$ cat config.mk
export PLATFORM = sky130hd
export DESIGN_NAME = pump_rotator
export DESIGN_NICKNAME = d
export VERILOG_FILES = /design/src/rtl/pump_rotator.sv
export SDC_FILE = /design/constraint.sdc
export NUM_CORES = 1
export LEC_CHECK = 0
export BUFFER_PORTS_ARGS = -buffer_cell sky130_fd_sc_hd__buf_2
export CORE_UTILIZATION = 45
export CTS_CLUSTER_SIZE = 8
export DETAILED_ROUTE_END_ITERATION = 16
export PLACE_DENSITY = 0.75
export SLEW_MARGIN = 20
export SYNTH_ARGS = -nofsm -noshare
export SYNTH_HDL_FRONTEND = slang
export SYNTH_SLANG_ARGS = --single-unit
$ cat constraint.sdc
create_clock -name clk -period 5.2 [get_ports clk]
set_input_delay 0.26 -clock clk [delete_from_list [all_inputs] [get_ports clk]]
set_output_delay 0.26 -clock clk [all_outputs]
set_load 0.05 [all_outputs]
$ cat src/rtl/pump_rotator.sv
// Lead-pump rotation controller for N pumps.
// Runs at most one pump and rotates the duty pump round-robin.
module pump_rotator #(
    parameter int N_PUMPS = 4,
    parameter int MAX_RUN = 8,
    parameter int GAP     = 2,
    parameter int IDX_W   = $clog2(N_PUMPS)
) (
    input  logic               clk,
    input  logic               reset,
    input  logic               demand,
    input  logic [N_PUMPS-1:0] fault,
    output logic [N_PUMPS-1:0] pump_on,
    output logic [IDX_W-1:0]   active_idx,
    output logic               alarm
);

    localparam int RW = $clog2(MAX_RUN);
    localparam int GW = (GAP > 0) ? $clog2(GAP + 1) : 1;
    localparam logic [RW-1:0] RUN_LAST = RW'(MAX_RUN - 1);
    localparam logic [GW-1:0] GAP_LAST = GW'((GAP > 0) ? GAP - 1 : 0);

    typedef enum logic [1:0] {
        IDLE,
        RUN,
        HANDOVER,
        ALARM
    } state_t;

    state_t            state;
    state_t            state_next;
    logic [IDX_W-1:0]  next_ptr;
    logic [IDX_W-1:0]  next_ptr_next;
    logic [IDX_W-1:0]  active_next;
    logic [RW-1:0]     run_cnt;
    logic [RW-1:0]     run_cnt_next;
    logic [GW-1:0]     gap_cnt;
    logic [GW-1:0]     gap_cnt_next;

    logic              ptr_found;
    logic [IDX_W-1:0]  ptr_pick;
    logic              rot_found;
    logic [IDX_W-1:0]  rot_pick;
    logic [IDX_W-1:0]  after_active;
    logic              rotate;

    function automatic logic [IDX_W-1:0] wrap_inc(input logic [IDX_W-1:0] p);
        if (int'(p) == N_PUMPS - 1) begin
            return '0;
        end
        return p + IDX_W'(1);
    endfunction

    // Returns {found, index} of the first healthy pump in span slots from start.
    function automatic logic [IDX_W:0] search(
        input logic [IDX_W-1:0]   start,
        input logic [N_PUMPS-1:0] flt,
        input int                 span
    );
        logic             found;
        logic [IDX_W-1:0] idx;
        int               j;
        found = 1'b0;
        idx   = '0;
        for (int k = 0; k < N_PUMPS; k++) begin
            j = int'(start) + k;
            if (j >= N_PUMPS) begin
                j = j - N_PUMPS;
            end
            if (k < span && !found && !flt[j]) begin
                found = 1'b1;
                idx   = IDX_W'(j);
            end
        end
        return {found, idx};
    endfunction

    always_comb begin
        after_active           = wrap_inc(active_idx);
        {ptr_found, ptr_pick}  = search(next_ptr, fault, N_PUMPS);
        {rot_found, rot_pick}  = search(after_active, fault, N_PUMPS - 1);
        rotate                 = fault[active_idx] || (run_cnt == RUN_LAST);
    end

    always_ff @(posedge clk) begin
        if (reset) begin
            state      <= IDLE;
            next_ptr   <= '0;
            active_idx <= '0;
            run_cnt    <= '0;
            gap_cnt    <= '0;
        end else begin
            state      <= state_next;
            next_ptr   <= next_ptr_next;
            active_idx <= active_next;
            run_cnt    <= run_cnt_next;
            gap_cnt    <= gap_cnt_next;
        end
    end

    always_comb begin
        state_next    = state;
        next_ptr_next = next_ptr;
        active_next   = active_idx;
        run_cnt_next  = run_cnt;
        gap_cnt_next  = gap_cnt;
        unique case (state)
            IDLE: begin
                if (demand) begin
                    if (ptr_found) begin
                        state_next   = RUN;
                        active_next  = ptr_pick;
                        run_cnt_next = '0;
                    end else begin
                        state_next = ALARM;
                    end
                end
            end
            RUN: begin
                run_cnt_next = run_cnt + RW'(1);
                if (!demand) begin
                    state_next    = IDLE;
                    next_ptr_next = after_active;
                end else if (rotate) begin
                    if (rot_found) begin
                        next_ptr_next = rot_pick;
                        if (GAP > 0) begin
                            state_next   = HANDOVER;
                            gap_cnt_next = '0;
                        end else begin
                            active_next  = rot_pick;
                            run_cnt_next = '0;
                        end
                    end else if (fault[active_idx]) begin
                        state_next    = ALARM;
                        next_ptr_next = after_active;
                    end else begin
                        // Sole healthy pump: keep it running, restart the limit.
                        run_cnt_next = '0;
                    end
                end
            end
            HANDOVER: begin
                if (!demand) begin
                    state_next = IDLE;
                end else if (gap_cnt == GAP_LAST) begin
                    if (ptr_found) begin
                        state_next   = RUN;
                        active_next  = ptr_pick;
                        run_cnt_next = '0;
                    end else begin
                        state_next = ALARM;
                    end
                end else begin
                    gap_cnt_next = gap_cnt + GW'(1);
                end
            end
            ALARM: begin
                if (!demand) begin
                    state_next = IDLE;
                end else if (ptr_found) begin
                    state_next   = RUN;
                    active_next  = ptr_pick;
                    run_cnt_next = '0;
                end
            end
            default: state_next = IDLE;
        endcase
    end

    always_comb begin
        pump_on = '0;
        alarm   = 1'b0;
        if (state == RUN) begin
            pump_on[active_idx] = 1'b1;
        end
        if (state == ALARM) begin
            alarm = 1'b1;
        end
    end

endmodule

==> results.json <==
{
  "status": "complete, no violations",
  "clockPowerShare_pct": 21.9,
  "synth_fa_ha_area_share_pct": 13.48,
  "port_buffers": 13,
  "combPwrFrac_pct": 42.5,
  "drive_gt1_share_pct": 17.69,
  "ctsResizeCount": 0,
  "min_path_cells": 2,
  "dieArea_sq_um": 2678,
  "die_x_microns": 51.75,
  "slew-limit-headroom_pct": 60.91,
  "cts_setup_buffers": 0,
  "core_region_area_sq_um": 2276,
  "synth_mux_area_share_pct": 5.169,
  "track_usage_pct": 20.69,
  "cts_made_buffers": 3,
  "grt_max_degree": 17,
  "rows": 17,
  "ir_drop_uv": 127.1,
  "synth-simple-area-share_pct": 20.79,
  "avgViaCountPerCell": 6.057,
  "dr.pass1.iters": 5,
  "place_hpwl_microns": 1865,
  "yosys.area_share.xor_xnor_pct": 0,
  "leakagePower_nw": 0.4793,
  "fmax_mhz": 399.9,
  "die_h_microns": 51.75,
  "synth_async_sr_flop_share_pct": 0,
  "p_per_area_nw_per_um2": 229.3,
  "maxSlewViolCount": 0,
  "grt.overflow.total": 0,
  "switchingPower_uw": 114.1,
  "crit_chain": "inv_1 -> ha_1 -> or4b_1 -> o22a_1 -> o211ai_2 -> a31oi_4 -> mux2_4",
  "routed_wl_microns": 2447,
  "postRouteAntennaNets": 0,
  "path_max_fanout": 12,
  "final_nets": 167,
  "slowest_stage": "dfxtp_1",
  "synth_edf_count": 0,
  "cts_hold_buf": 0,
  "initial_core_util_pct": 48.93,
  "areaGrowthSynthToFinish_pct": 8.203,
  "grt_pass1_vias": 956,
  "drc_errors": 0,
  "htreeDepth": 1,
  "rsz0062_at_grt": "false",
  "cap_violations": 0,
  "grt_pass1_wl_microns": 4119,
  "antenna_found_initial": 0,
  "ioPinCount": 14,
  "min_path_type": "primary input to register",
  "wire_per_inst_microns": 13.98,
  "crit_cells": 7,
  "tightest_slew_ps": 586.3,
  "crit_arrival_ps": 2670,
  "worstReg2RegEnd": "state[1]",
  "hold_viol": 0,
  "timing.final.crit_period_ps": 2501,
  "synth_top_family_by_area": "compound AO/OA/AOI/OAI gates",
  "crit_family": "flip-flops",
  "synth_nets": 156,
  "synth_cell_types": 49,
  "power.share.switching_pct": 41.32,
  "pwr-share-seq_pct": 35.5,
  "first_iter_violations": 40,
  "internal_power_uw": 162.1,
  "root_buffer": "clkbuf_4",
  "cts_tree": "built",
  "clk_latency_ps": 270,
  "stdcell_count": 175,
  "syn_area_per_cell_sq_um": 8.128,
  "crit_required_ps": 5370,
  "synth_compound_area_share_pct": 33.60,
  "gp_congestion": 0.9055,
  "hold_end": "next_ptr[1]",
  "clockBufferDepth": 2,
  "worstHoldStart": "reset",
  "netlist_area_sq_um": 1114,
  "crit_path_start": "active_idx[0]",
  "cp_slowest_stage_delay_ps": 520,
  "synth-seq-cells": 11,
  "cts.sinks": 11,
  "r2r_setup_slack_ps": 2700,
  "synth_ff_type": "dfxtp_1",
  "critPathLaunchType": "register",
  "ys_warn_count": 0,
  "ys_seq_area_share_pct": 19.78,
  "setup_viol": 0,
  "finalSetupTns_ps": 0,
  "r2r_start": "active_idx[0]",
  "fin_crit_sh_pct": 48.09,
  "dp.cells": 171,
  "num_vias": 1060,
  "skew_ps": 6.461,
  "end_kind": "register",
  "clkSlewWorstSetupHoldPaths_ps": 80,
  "path_buf_inv": 1,
  "diodes": 0,
  "ff2ff_path_depth": 7,
  "crit_type": "register to register",
  "synth_cells": 137
}
[Yosys cell counts, types with 2 or more instances]
| cell | n | area (sq um) |
|---|---|---|
| ha_1 | 12 | 150.1 |
| inv_1 | 12 | 45.04 |
| nand2_1 | 12 | 45.04 |
| dfxtp_1 | 11 | 220.2 |
| a21oi_1 | 9 | 45.04 |
| nor2_1 | 9 | 33.78 |
| o21ai_0 | 9 | 45.04 |
| clkbuf_1 | 5 | 18.77 |
| and2_1 | 4 | 25.02 |
| nand2b_1 | 4 | 25.02 |
| o2111ai_1 | 3 | 26.28 |
| o211ai_1 | 3 | 22.52 |
| a211oi_1 | 2 | 15.01 |
| a311oi_1 | 2 | 17.52 |
| a31oi_1 | 2 | 12.51 |
| mux2i_1 | 2 | 20.02 |
| nand3_1 | 2 | 10.01 |
| nor2b_1 | 2 | 12.51 |
| o22ai_1 | 2 | 12.51 |
[flip-flops by register name (all words and copies together), names as in the netlist]
register    flops
active_idx      2
next_ptr        2
gap_cnt         2
run_cnt         3
state           2
[layer usage]
layer / vias to the layer above / global-route usage (%) / part of all wire, %
li1: 533 / - / -
met3: 6 / 4.386 / 4.5
met4: 0 / 11.26 / 2.1
met1: 496 / 26.38 / 47
met2: 25 / 32.25 / 47
met5: - / 0 / 0
[power groups by stage]
stage | logic [mW] | clock network [mW] | registers, mW
2_1_floorplan | 0.0897 | 0 | 0.103
3_3_place_gp | 0.113 | 0 | 0.0998
3_5_place_dp | 0.116 | 0 | 0.100
4_1_cts | 0.116 | 0.0626 | 0.0981
5_1_grt | 0.129 | 0.0657 | 0.0995
6_report | 0.118 | 0.0606 | 0.0982
[area by class of cell]
class	count	area, sq um
fill	217	1071
multi-input combinational	107	813.3
sequential	11	220.2
timing repair buffer	13	65.06
inverter	12	45.04
tap	28	35.03
clock buffer	4	26.28
[how the worst max path moves through the flow]
stage | end | slack [ps]
floorplan | state[1] | 2490
global placement | state[1] | 2800
detailed placement | state[1] | 2720
CTS | state[1] | 2710
global route | state[1] | 2590
finish | state[1] | 2700
[placed cells by master (no fill, tap or decap), types with 2 or more instances in the layout]
cell       synthesis  layout
mux2i_1            2       2
nand2_1           12      12
inv_1             12      12
and2_1             4       4
buf_2              1      13
a211oi_1           2       2
clkbuf_4           0       3
nand2b_1           4       4
ha_1              12      12
o21ai_0            9       9
nor2b_1            2       2
a31oi_1            2       2
nor2_1             9       9
nand3_1            2       2
o2111ai_1          3       3
a311oi_1           2       2
a21oi_1            9       9
dfxtp_1           11      11
o22ai_1            2       2
o211ai_1           3       3
[through the flow]
stage	worst slack (ps)	cell area (sq um)	total power, mW	util, %	hold WS, ps
after global placement	2799	1179	0.2131	51.79	452.3
final	2699	1205	0.2762	52.94	332.5
after floorplan	2494	1114	0.1930	-	436.2
after CTS	2712	1205	0.2769	52.94	338.2
after global routing	2590	1205	0.2945	52.94	352.8
after detailed placement	2724	1179	0.2160	51.79	461.2
[cell families (layout without fill, tap and decap cells)]
group           Yosys count  count (layout)
compound gates           48              48
simple gates             43              43
buf+inv                  19              29
fa+ha+maj                12              12
flops                    11              11
mux                       4               4
[worst register-to-register path: stages, from the launching register on]
cell and delay (ps):
dfxtp_1 520, inv_1 110, ha_1 420, or4b_1 490, o22a_1 240, o211ai_2 130
a31oi_4 140, mux2_4 340
Note: power is estimated with default switching activity, not from simulation.
